===== src/rtl/vga_timing_gen_if.sv =====
// Video timing bundle between the sync generator and the pixel consumer.
// The generator side uses the master modport; the consumer drives pix_en.
interface vga_timing_gen_if #(
  parameter int CW = 11
);
  logic          pix_en;
  logic          HS;
  logic          VS;
  logic          blank_n;
  logic [CW-1:0] x;
  logic [CW-1:0] y;
  logic          line_start;
  logic          frame_start;

  modport master (
    input  pix_en,
    output HS, VS, blank_n, x, y, line_start, frame_start
  );

  modport slave (
    output pix_en,
    input  HS, VS, blank_n, x, y, line_start, frame_start
  );
endinterface


===== src/rtl/vga_timing_gen.sv =====
// VGA sync/blank/coordinate generator: a pixel counter and a line counter
// advanced by pix_en, with all video outputs registered one pix_en behind them.
module vga_timing_gen #(
  parameter int H_ACTIVE = 640,
  parameter int H_FRONT  = 16,
  parameter int H_SYNC   = 96,
  parameter int H_BACK   = 48,
  parameter int V_ACTIVE = 480,
  parameter int V_FRONT  = 10,
  parameter int V_SYNC   = 2,
  parameter int V_BACK   = 33,
  parameter int HS_POL   = 0,
  parameter int VS_POL   = 0,
  parameter int CW       = 11
) (
  input  logic             vga_clk,
  input  logic             reset,
  vga_timing_gen_if.master vga
);

  localparam int H_TOTAL = H_SYNC + H_BACK + H_ACTIVE + H_FRONT;
  localparam int V_TOTAL = V_SYNC + V_BACK + V_ACTIVE + V_FRONT;

  if (H_ACTIVE < 1 || H_FRONT < 1 || H_SYNC < 1 || H_BACK < 1 ||
      V_ACTIVE < 1 || V_FRONT < 1 || V_SYNC < 1 || V_BACK < 1) begin : g_bad_timing
    $error("vga_timing_gen: every timing parameter must be at least 1");
  end
  if (H_TOTAL - 1 >= 2 ** CW || V_TOTAL - 1 >= 2 ** CW) begin : g_bad_cw
    $error("vga_timing_gen: CW too narrow for H_TOTAL-1 / V_TOTAL-1");
  end

  localparam logic [CW-1:0] H_LAST      = CW'(H_TOTAL - 1);
  localparam logic [CW-1:0] V_LAST      = CW'(V_TOTAL - 1);
  localparam logic [CW-1:0] H_SYNC_END  = CW'(H_SYNC);
  localparam logic [CW-1:0] V_SYNC_END  = CW'(V_SYNC);
  localparam logic [CW-1:0] H_VIS_START = CW'(H_SYNC + H_BACK);
  localparam logic [CW-1:0] V_VIS_START = CW'(V_SYNC + V_BACK);
  localparam logic [CW-1:0] H_VIS_END   = CW'(H_SYNC + H_BACK + H_ACTIVE);
  localparam logic [CW-1:0] V_VIS_END   = CW'(V_SYNC + V_BACK + V_ACTIVE);
  localparam logic          HS_ON       = (HS_POL != 0);
  localparam logic          VS_ON       = (VS_POL != 0);

  logic [CW-1:0] h_cnt_q, h_cnt_d;
  logic [CW-1:0] v_cnt_q, v_cnt_d;
  logic          hs_q, hs_d;
  logic          vs_q, vs_d;
  logic          blank_n_q, blank_n_d;
  logic [CW-1:0] x_q, x_d;
  logic [CW-1:0] y_q, y_d;
  logic          line_start_q, line_start_d;
  logic          frame_start_q, frame_start_d;

  logic h_wrap, v_wrap, h_vis, v_vis;

  assign h_wrap = (h_cnt_q == H_LAST);
  assign v_wrap = (v_cnt_q == V_LAST);
  assign h_vis  = (h_cnt_q >= H_VIS_START) && (h_cnt_q < H_VIS_END);
  assign v_vis  = (v_cnt_q >= V_VIS_START) && (v_cnt_q < V_VIS_END);

  always_comb begin
    // NOTE: every next-state value gets a hold default first so no path leaves it unassigned (no latch).
    h_cnt_d   = h_cnt_q;
    v_cnt_d   = v_cnt_q;
    hs_d      = hs_q;
    vs_d      = vs_q;
    blank_n_d = blank_n_q;
    x_d       = x_q;
    y_d       = y_q;

    // Strobes are recomputed every clock, so they fall back to 0 when pix_en is low.
    line_start_d  = vga.pix_en && (h_cnt_q == '0);
    frame_start_d = vga.pix_en && (h_cnt_q == '0) && (v_cnt_q == '0);

    if (vga.pix_en) begin
      h_cnt_d = h_wrap ? '0 : h_cnt_q + 1'b1;
      if (h_wrap) begin
        v_cnt_d = v_wrap ? '0 : v_cnt_q + 1'b1;
      end

      hs_d      = (h_cnt_q < H_SYNC_END) ? HS_ON : ~HS_ON;
      vs_d      = (v_cnt_q < V_SYNC_END) ? VS_ON : ~VS_ON;
      blank_n_d = h_vis && v_vis;
      x_d       = (h_vis && v_vis) ? h_cnt_q - H_VIS_START : '0;
      y_d       = (h_vis && v_vis) ? v_cnt_q - V_VIS_START : '0;
    end
  end

  always_ff @(posedge vga_clk) begin
    // NOTE: state registers use non-blocking assignments so every flop samples pre-edge values.
    if (reset) begin
      h_cnt_q       <= '0;
      v_cnt_q       <= '0;
      hs_q          <= ~HS_ON;
      vs_q          <= ~VS_ON;
      blank_n_q     <= 1'b0;
      x_q           <= '0;
      y_q           <= '0;
      line_start_q  <= 1'b0;
      frame_start_q <= 1'b0;
    end else begin
      h_cnt_q       <= h_cnt_d;
      v_cnt_q       <= v_cnt_d;
      hs_q          <= hs_d;
      vs_q          <= vs_d;
      blank_n_q     <= blank_n_d;
      x_q           <= x_d;
      y_q           <= y_d;
      line_start_q  <= line_start_d;
      frame_start_q <= frame_start_d;
    end
  end

  assign vga.HS          = hs_q;
  assign vga.VS          = vs_q;
  assign vga.blank_n     = blank_n_q;
  assign vga.x           = x_q;
  assign vga.y           = y_q;
  assign vga.line_start  = line_start_q;
  assign vga.frame_start = frame_start_q;

endmodule


===== src/flat_wrapper.sv =====
// flat-port wrapper written by rule: the top's interface ports become plain ports
module vga_timing_gen_flat 
#(
  parameter int H_ACTIVE = 640,
  parameter int H_FRONT  = 16,
  parameter int H_SYNC   = 96,
  parameter int H_BACK   = 48,
  parameter int V_ACTIVE = 480,
  parameter int V_FRONT  = 10,
  parameter int V_SYNC   = 2,
  parameter int V_BACK   = 33,
  parameter int HS_POL   = 0,
  parameter int VS_POL   = 0,
  parameter int CW       = 11
)
  (vga_clk, reset, vga_pix_en, vga_HS, vga_VS, vga_blank_n, vga_x, vga_y, vga_line_start, vga_frame_start);
  vga_timing_gen_if #(.CW(CW)) vga_i ();
  input  logic vga_clk;
  input  logic reset;
  input wire logic [$bits(vga_i.pix_en)-1:0] vga_pix_en;
  output wire logic [$bits(vga_i.HS)-1:0] vga_HS;
  output wire logic [$bits(vga_i.VS)-1:0] vga_VS;
  output wire logic [$bits(vga_i.blank_n)-1:0] vga_blank_n;
  output wire logic [$bits(vga_i.x)-1:0] vga_x;
  output wire logic [$bits(vga_i.y)-1:0] vga_y;
  output wire logic [$bits(vga_i.line_start)-1:0] vga_line_start;
  output wire logic [$bits(vga_i.frame_start)-1:0] vga_frame_start;
  assign vga_i.pix_en = vga_pix_en;
  assign vga_HS = vga_i.HS;
  assign vga_VS = vga_i.VS;
  assign vga_blank_n = vga_i.blank_n;
  assign vga_x = vga_i.x;
  assign vga_y = vga_i.y;
  assign vga_line_start = vga_i.line_start;
  assign vga_frame_start = vga_i.frame_start;
  vga_timing_gen #(.H_ACTIVE(H_ACTIVE), .H_FRONT(H_FRONT), .H_SYNC(H_SYNC), .H_BACK(H_BACK), .V_ACTIVE(V_ACTIVE), .V_FRONT(V_FRONT), .V_SYNC(V_SYNC), .V_BACK(V_BACK), .HS_POL(HS_POL), .VS_POL(VS_POL), .CW(CW)) u_core (.vga_clk(vga_clk), .reset(reset), .vga(vga_i));
endmodule

===== config.mk =====
export PLATFORM = sky130hd
export DESIGN_NAME = vga_timing_gen_flat
export DESIGN_NICKNAME = d
export VERILOG_FILES = /design/src/rtl/vga_timing_gen_if.sv /design/src/rtl/vga_timing_gen.sv /design/src/flat_wrapper.sv
export SDC_FILE = /design/constraint.sdc
export NUM_CORES = 1
export LEC_CHECK = 0
export CAP_MARGIN = 20
export CORE_MARGIN = 3
export CORE_UTILIZATION = 54
export CTS_CLUSTER_DIAMETER = 100
export DETAILED_ROUTE_END_ITERATION = 8
export PLACE_DENSITY_LB_ADDON = 0.3
export SLEW_MARGIN = 20
export SYNTH_ARGS = -nofsm -noshare
export SYNTH_HDL_FRONTEND = slang
export SYNTH_SLANG_ARGS = --single-unit

===== constraint.sdc =====
create_clock -name vga_clk -period 3.2 [get_ports vga_clk]
set_clock_uncertainty 0.2 [all_clocks]
set_input_delay 0.32 -clock vga_clk [delete_from_list [all_inputs] [get_ports vga_clk]]
set_output_delay 0.32 -clock vga_clk [all_outputs]
set_load 0.02 [all_outputs]

==> run_results.csv, run 1 <==
group,metric,value,unit
run_status,outcome,"finished clean",
routing,drt_iter0_drc,166,
setup_path,critical_path_class,"reg2reg",
routing,first_pass_iters,4,
sta,finalMaxSlewViolations,0,
die,initial_core_util,57.9,%
grt,grt_pass1_vias,1898,
pwr,leakagePower,0.977,nW
place,pre_cts_ws,0.625,ns
sta,finalHoldViolCount,0,
finish,fin_nets,319,
worst_hold_path,hold_path_class,"reg2reg",
die,row_count,23,
logic_synthesis,synth_top_family_by_area,"simple AND/OR/NAND/NOR gates",
logic_synthesis,yosys.area_share.adder,4.17,%
sta,maxSlewHeadroom,55.4,%
cts,cts.sinks,49,
logic_synthesis,synth-simple-area-share,24.1,%
worst_hold_path,hold_path_depth,2,
worst_hold_path,hold_end,"u_core.vga.y[10]",
setup_path,worstPathMaxFanout,8,
logic_synthesis,synth_top_cell_area_share,40.9,%
grt,antenna_found_initial,0,
pwr,powerDensity,404,nW/um^2
run,drv_cap,0,
setup_path,timing.rr.start,"u_core.h_cnt_q[4]",
cts,clkTransAtPathRegs,0.09,ns
routing,vias,2088,
die,fp.coreArea,4140,sq um
setup_path,critPathBufInv,0,
die,die_area,5280,sq um
grt,grt_max_degree,24,
cts,h-tree-depth,2,
sta,setup_slack,0.570,ns
sta,finalSetupViolations,0,
sta,min_period,2.63,ns
finish,syn_to_final_growth,17.3,%
finish,n_fill_cell,364,
setup_path,max_stage_delay,0.62,ns
setup_path,critical_path.top_delay_family,"simple AND/OR/NAND/NOR gates",
pwr,ir_drop,0.254,mV
die,die_h,72.6,microns
cts,clk_latency,0.31,ns
finish,drive_gt1_share,4.21,%
logic_synthesis,ys_warn_count,0,
logic_synthesis,yosys.area.top_type,"dfxtp_1",
cts,clockBufferDepth,2,
grt,grt_usage,21.6,%
setup_path,end_kind,"flop",
logic_synthesis,syn_area,2400,sq um
logic_synthesis,avgSynthCellArea,8.33,sq um
sta,fin_setup_tns,0,ns
cts,numCtsBuffers,5,
setup_path,r2r_setup_slack,0.57,ns
place,place_hpwl,3.79,mm
grt,grt_pass1_wl,9.02,mm
logic_synthesis,ys_ff_latch,49,
finish,multi_input_area,1290,sq um
logic_synthesis,synthMuxAreaShare,0.835,%
setup_path,ff2ff_path_depth,5,
grt,gr-total-overflow,0,
worst_hold_path,hp-start,"u_core.vga.y[10]",
logic_synthesis,synth-xor-area-share,8.03,%
logic_synthesis,netlist_instances,288,
setup_path,r2r_end,"u_core.v_cnt_q[8]",
logic_synthesis,yosysUniqueCellTypes,41,
die,dieWidth,72.6,microns
logic_synthesis,synth_area_leaders,"dfxtp_1 41%, o31ai_1 7.2%, nand2_1 6.6%",
cts,postCtsSetupRepairBufs,0,
sta,worst_pin_slew,0.660,ns
die,ios,30,
routing,avgRoutedWirePerCell,14.5,microns
routing,drc,0,
finish,register_area,981,sq um
setup_path,path_cells,"ha_1 -> or4b_4 -> or4_1 -> or3_1 -> a21oi_1",
cts,cts_tree,"done",
setup_path,startpoint_type,"flop",
place,routabilityCongestion,0.901,
finish,antenna_cells,0,
sta,finalCritPeriodShare,82.2,%
logic_synthesis,synth_compound_area_share,16.6,%
routing,wl,5.20,mm
sta,fmaxAchievable,0.380,GHz
setup_path,cp_data_arrival_time,2.66,ns
routing,ant_nets,0,
logic_synthesis,seq_area_frac_synth,40.9,%
cts,root_buffer,"clkbuf_8",
setup_path,worst_ep_required_time,3.23,ns
cts,hold_buffers,0,
setup_path,crit_slowest_cell,"or4_1",
place,portBuffers,29,
logic_synthesis,syn_nets,299,
routing,vias_per_cell,5.82,
cts,ctsResizeCount,0,
sta,rsz0062_at_grt,"false",
-- final cells by class --
type                            instances  share of cell area (%)
Clock buffer                            5                    2.45
Tap cell                               50                    2.22
Inverter                               12                    1.60
Clock inverter                          3                    1.65
Timing Repair Buffer                   33                    11.4
Sequential cell                        49                    34.9
Multi-Input combinational cell        207                    45.8
-- cells in the final DEF (no fill, tap or decap), drive strengths merged, types with 5 or more instances in the layout --
cell | Yosys | final
nor2 | 24 | 24
o31ai | 23 | 23
nand2 | 42 | 42
nand4 | 8 | 8
o21ai | 7 | 7
inv | 12 | 12
a21oi | 12 | 12
nand3 | 10 | 10
clkbuf | 16 | 5
dfxtp | 49 | 49
clkdlybuf4s50 | 0 | 29
nor3 | 5 | 5
xnor2 | 15 | 15
ha | 8 | 8
xor2 | 7 | 7
nor4 | 5 | 5
-- cells in the mapped netlist (all sizes together) --
cell     instances
and4             2
o211ai           2
a2111o           1
xnor2           15
inv             12
and2             3
o31a             2
o221ai           1
a41oi            1
or4              3
nor3b            3
o22ai            1
o21ai            7
nand3b           3
o41ai            2
nand2b           2
a31oi            2
xor2             7
clkbuf          16
nand2           42
dfxtp           49
nor4             5
o2bb2ai          1
or4b             1
a211o            1
mux2i            2
buf              4
and4b            1
a21oi           12
o31ai           23
nor4b            1
nand3           10
ha               8
nand4            8
nor3             5
or3              4
nor2            24
a21boi           2
-- kinds of logic after synthesis --
logic type,after synthesis
muxes,2
and+or+nand+nor,117
adders and majority gates,8
AOI/OAI and AO/OA,58
buffers and inverters,32
xor gates and xnor gates,22
DFF,49
-- sequential cells by signal, summed over array words and instances, names as in the netlist --
signal / count
u_core.vga.frame_start: 1
u_core.h_cnt_q: 11
u_core.v_cnt_q: 11
u_core.vga.blank_n: 1
u_core.vga.HS: 1
u_core.vga.VS: 1
u_core.vga.x: 11
u_core.vga.y: 11
u_core.vga.line_start: 1
-- worst max-delay path by stage --
stage                                 start                 end  slack (ns)  cells past startpoint
final                     u_core.h_cnt_q[4]   u_core.v_cnt_q[8]        0.57                      5
after global routing      u_core.h_cnt_q[4]  u_core.v_cnt_q[10]        0.46                      5
after CTS                 u_core.h_cnt_q[4]   u_core.v_cnt_q[8]        0.59                      5
after detailed placement  u_core.h_cnt_q[4]   u_core.v_cnt_q[8]        0.63                      5
after global placement    u_core.h_cnt_q[4]   u_core.v_cnt_q[8]        0.70                      5
after floorplan           u_core.h_cnt_q[4]  u_core.v_cnt_q[10]        0.80                      6
-- per-stage QoR --
stage	std cells	total power (W)	hold slack (ns)	utilization [%]	instance area [sq um]
2_1_floorplan	288	0.000680	0.298	-	2400
3_3_place_gp	351	0.000704	0.233	65.1	2700
3_5_place_dp	351	0.000706	0.239	65.1	2700
4_1_cts	359	0.00115	0.259	67.9	2810
5_1_grt	359	0.00118	0.283	67.9	2810
6_report	359	0.00114	0.255	67.9	2810
-- layer usage --
layer | vias to the layer above | track usage, % | wire, microns
li1 | 1060 | - | -
met1 | 969 | 30.8 | 2500
met2 | 51 | 32.6 | 2340
met3 | 8 | 3.58 | 270
met4 | 0 | 8.40 | 82
met5 | - | 0 | 0
-- worst reg2reg max path: stages, from the launching register on --
cell and delay (ns):
dfxtp_1 0.48, ha_1 0.23, or4b_4 0.48, or4_1 0.62, or3_1 0.40, a21oi_1 0.15
-- where the power goes --
part           switching [W]  internal, W  total (W)
combinational      0.0000417    0.0000249  0.0000666
clock               0.000210     0.000234   0.000444
sequential        0.00000777     0.000617   0.000625
(Power assumes the default switching activity.)
==> run 2: changes to the inputs <==
Settings changed: CORE_UTILIZATION 54 to 49.
Clock period 3.2 ns to 2.24 ns, I/O delays scaled along.
==> run 2 against run 1 <==
Effect of this change: the flow now finishes with violations (negative setup slack); core utilization is 0.85 points lower; combinational power is 71% higher; cell count is 11% higher; largest cell class unchanged; critical path depth is 1 higher; setup slack worse by 0.57 ns; hold slack worse by 0.00073 ns; routed wire length is 8.7% higher; count of clock-buffer cells in the layout is 2 higher; non-clock buffer count is 26 higher; clock power is 15% higher; sequential power is 41% higher; total power is 33% higher.
==> run_results.csv, run 2 (synthesized netlist as in run 1, its figures left out) <==
group,metric,value,unit
run_status,outcome,"finished with violations",
run_status,violations,"negative setup slack",
cts,clkTransAtPathRegs,0.09,ns
pwr,switchingPower,0.000365,W
setup_path,worstPathMaxFanout,5,
finish,syn_to_final_growth,26.7,%
grt,gr-total-overflow,0,
pwr,ir_drop,0.340,mV
place,place_inst,390,
pwr,leakagePower,1.11,nW
cts,numCtsBuffers,5,
sta,finalCritPeriodShare,100,%
sta,min_period,2.24,ns
grt,grt_pass1_wl,9.27,mm
finish,drive_gt1_share,13.1,%
pwr,pwr-share-seq,58.6,%
pwr,p_int,0.00114,W
die,dieWidth,76.0,microns
setup_path,critical_path_class,"reg2reg",
routing,vias_per_cell,5.52,
finish,mostFrequentLayoutCell,"dfxtp_1",
pwr,finalPower,0.00151,W
routing,first_pass_iters,5,
cts,clk_latency,0.31,ns
routing,vias,2209,
grt,grt_pass1_vias,1910,
finish,register_area,988,sq um
sta,hold-worst-slack,0.254,ns
cts,cts.sinks,49,
finish,multi_input_area,1310,sq um
pwr,switching_share,24.2,%
finish,utilization,67.0,%
routing,wl,5.65,mm
routing,drt_iter0_drc,106,
die,initial_core_util,52.9,%
grt,grt_usage,19.6,%
pwr,comb_power_share,7.5,%
place,pre_cts_ws,-0.0320,ns
die,ios,30,
die,die_h,76.0,microns
sta,worst_pin_slew,0.475,ns
setup_path,ff2ff_path_depth,6,
worst_hold_path,hold_path_depth,2,
sta,maxSlewHeadroom,68.3,%
die,die_area,5770,sq um
finish,final_cells,400,
setup_path,startpoint_type,"flop",
sta,setup_slack,-0.00265,ns
place,routabilityCongestion,0.899,
finish,n_fill_cell,391,
place,portBuffers,29,
routing,avgRoutedWirePerCell,14.1,microns
pwr,powerDensity,497,nW/um^2
finish,fin_nets,345,
routing,ant_nets,0,
grt,grt_max_degree,24,
finish,antenna_cells,0,
cts,hold_buffers,0,
cts,root_buffer,"clkbuf_8",
worst_hold_path,hold_path_class,"reg2reg",
sta,fmaxAchievable,0.446,GHz
sta,finalHoldViolCount,0,
cts,clockBufferDepth,2,
setup_path,worst_ep_required_time,2.28,ns
cts,cts_tree,"done",
setup_path,end_kind,"flop",
pwr,power_frac_clock,33.9,%
finish,final_cell_mix,"47 x dfxtp_1, 42 x nand2_1, 29 x clkdlybuf4s50_1, 29 x buf_4, 24 x nor2_1",
die,fp.coreArea,4530,sq um
setup_path,cp_data_arrival_time,2.29,ns
die,row_count,24,
sta,finalMaxSlewViolations,0,
cts,h-tree-depth,2,
sta,finalSetupViolations,2,
run,drv_cap,0,
grt,antenna_found_initial,0,
sta,rsz0062_at_grt,"true",
place,place_hpwl,4.15,mm
routing,drc,0,
==> run 2: changes by cell type in the layout (fill, tap and decap cells not counted), sizes merged <==
cell and delta:
bufinv -1, clkinvlp -1, clkbuf +2, buf +26
==> run 2: final cells by class <==
class,instances,share of cell area (%)
repair buffers,59,17.4
flip-flops and latches,49,32.5
multi-input cells,207,43.2
well taps,65,2.68
inverters,12,1.56
clock inverters,1,0.165
clock buffers,7,2.51
==> run 2: critical path: stages, from the launching register on <==
cell     delay [ns]
dfxtp_4        0.36
inv_4          0.06
ha_4           0.13
or4b_4         0.48
or4_4          0.46
or3_1          0.37
a21oi_2        0.13
==> run 2: what timing repair did <==
item	CTS	global route
setup endpoints to repair	3	3
buffers inserted	0	2
resized for setup	1	2
pin swaps	0	1
==> run 2: worst paths after layout <==
kind                                         from  slack, ns                 end
worst min register to register    u_core.vga.y[9]       0.25     u_core.vga.y[9]
worst max register to register  u_core.h_cnt_q[5]     -0.003  u_core.v_cnt_q[10]
worst max-delay path            u_core.h_cnt_q[5]     -0.003  u_core.v_cnt_q[10]
worst min-delay path              u_core.vga.y[9]       0.25     u_core.vga.y[9]
==> run 2: metrics by stage <==
stage | instance area (sq um) | setup TNS [ns]
floorplan | 2420 | 0
global placement | 2930 | -0.0336
detailed placement | 2930 | -0.0927
CTS | 3020 | 0
global route | 3040 | -0.213
finish | 3040 | -0.00288
==> run 2: power by group through the flow <==
stage	clock network, W	logic, W	registers, W
CTS	0.000520	0.000113	0.000884
floorplan	0	0.0000544	0.000915
finish	0.000511	0.000114	0.000884
global route	0.000550	0.000125	0.000885
global placement	0	0.000110	0.000905
detailed placement	0	0.000112	0.000905
==> run 2: per-layer routing <==
layer | GRT usage [%] | wire length (microns) | up-vias
li1 | - | - | 1114
met1 | 27.7 | 2660 | 998
met2 | 29.9 | 2430 | 84
met3 | 4.03 | 436 | 13
met4 | 6.88 | 118 | 0
met5 | 0 | 0 | -
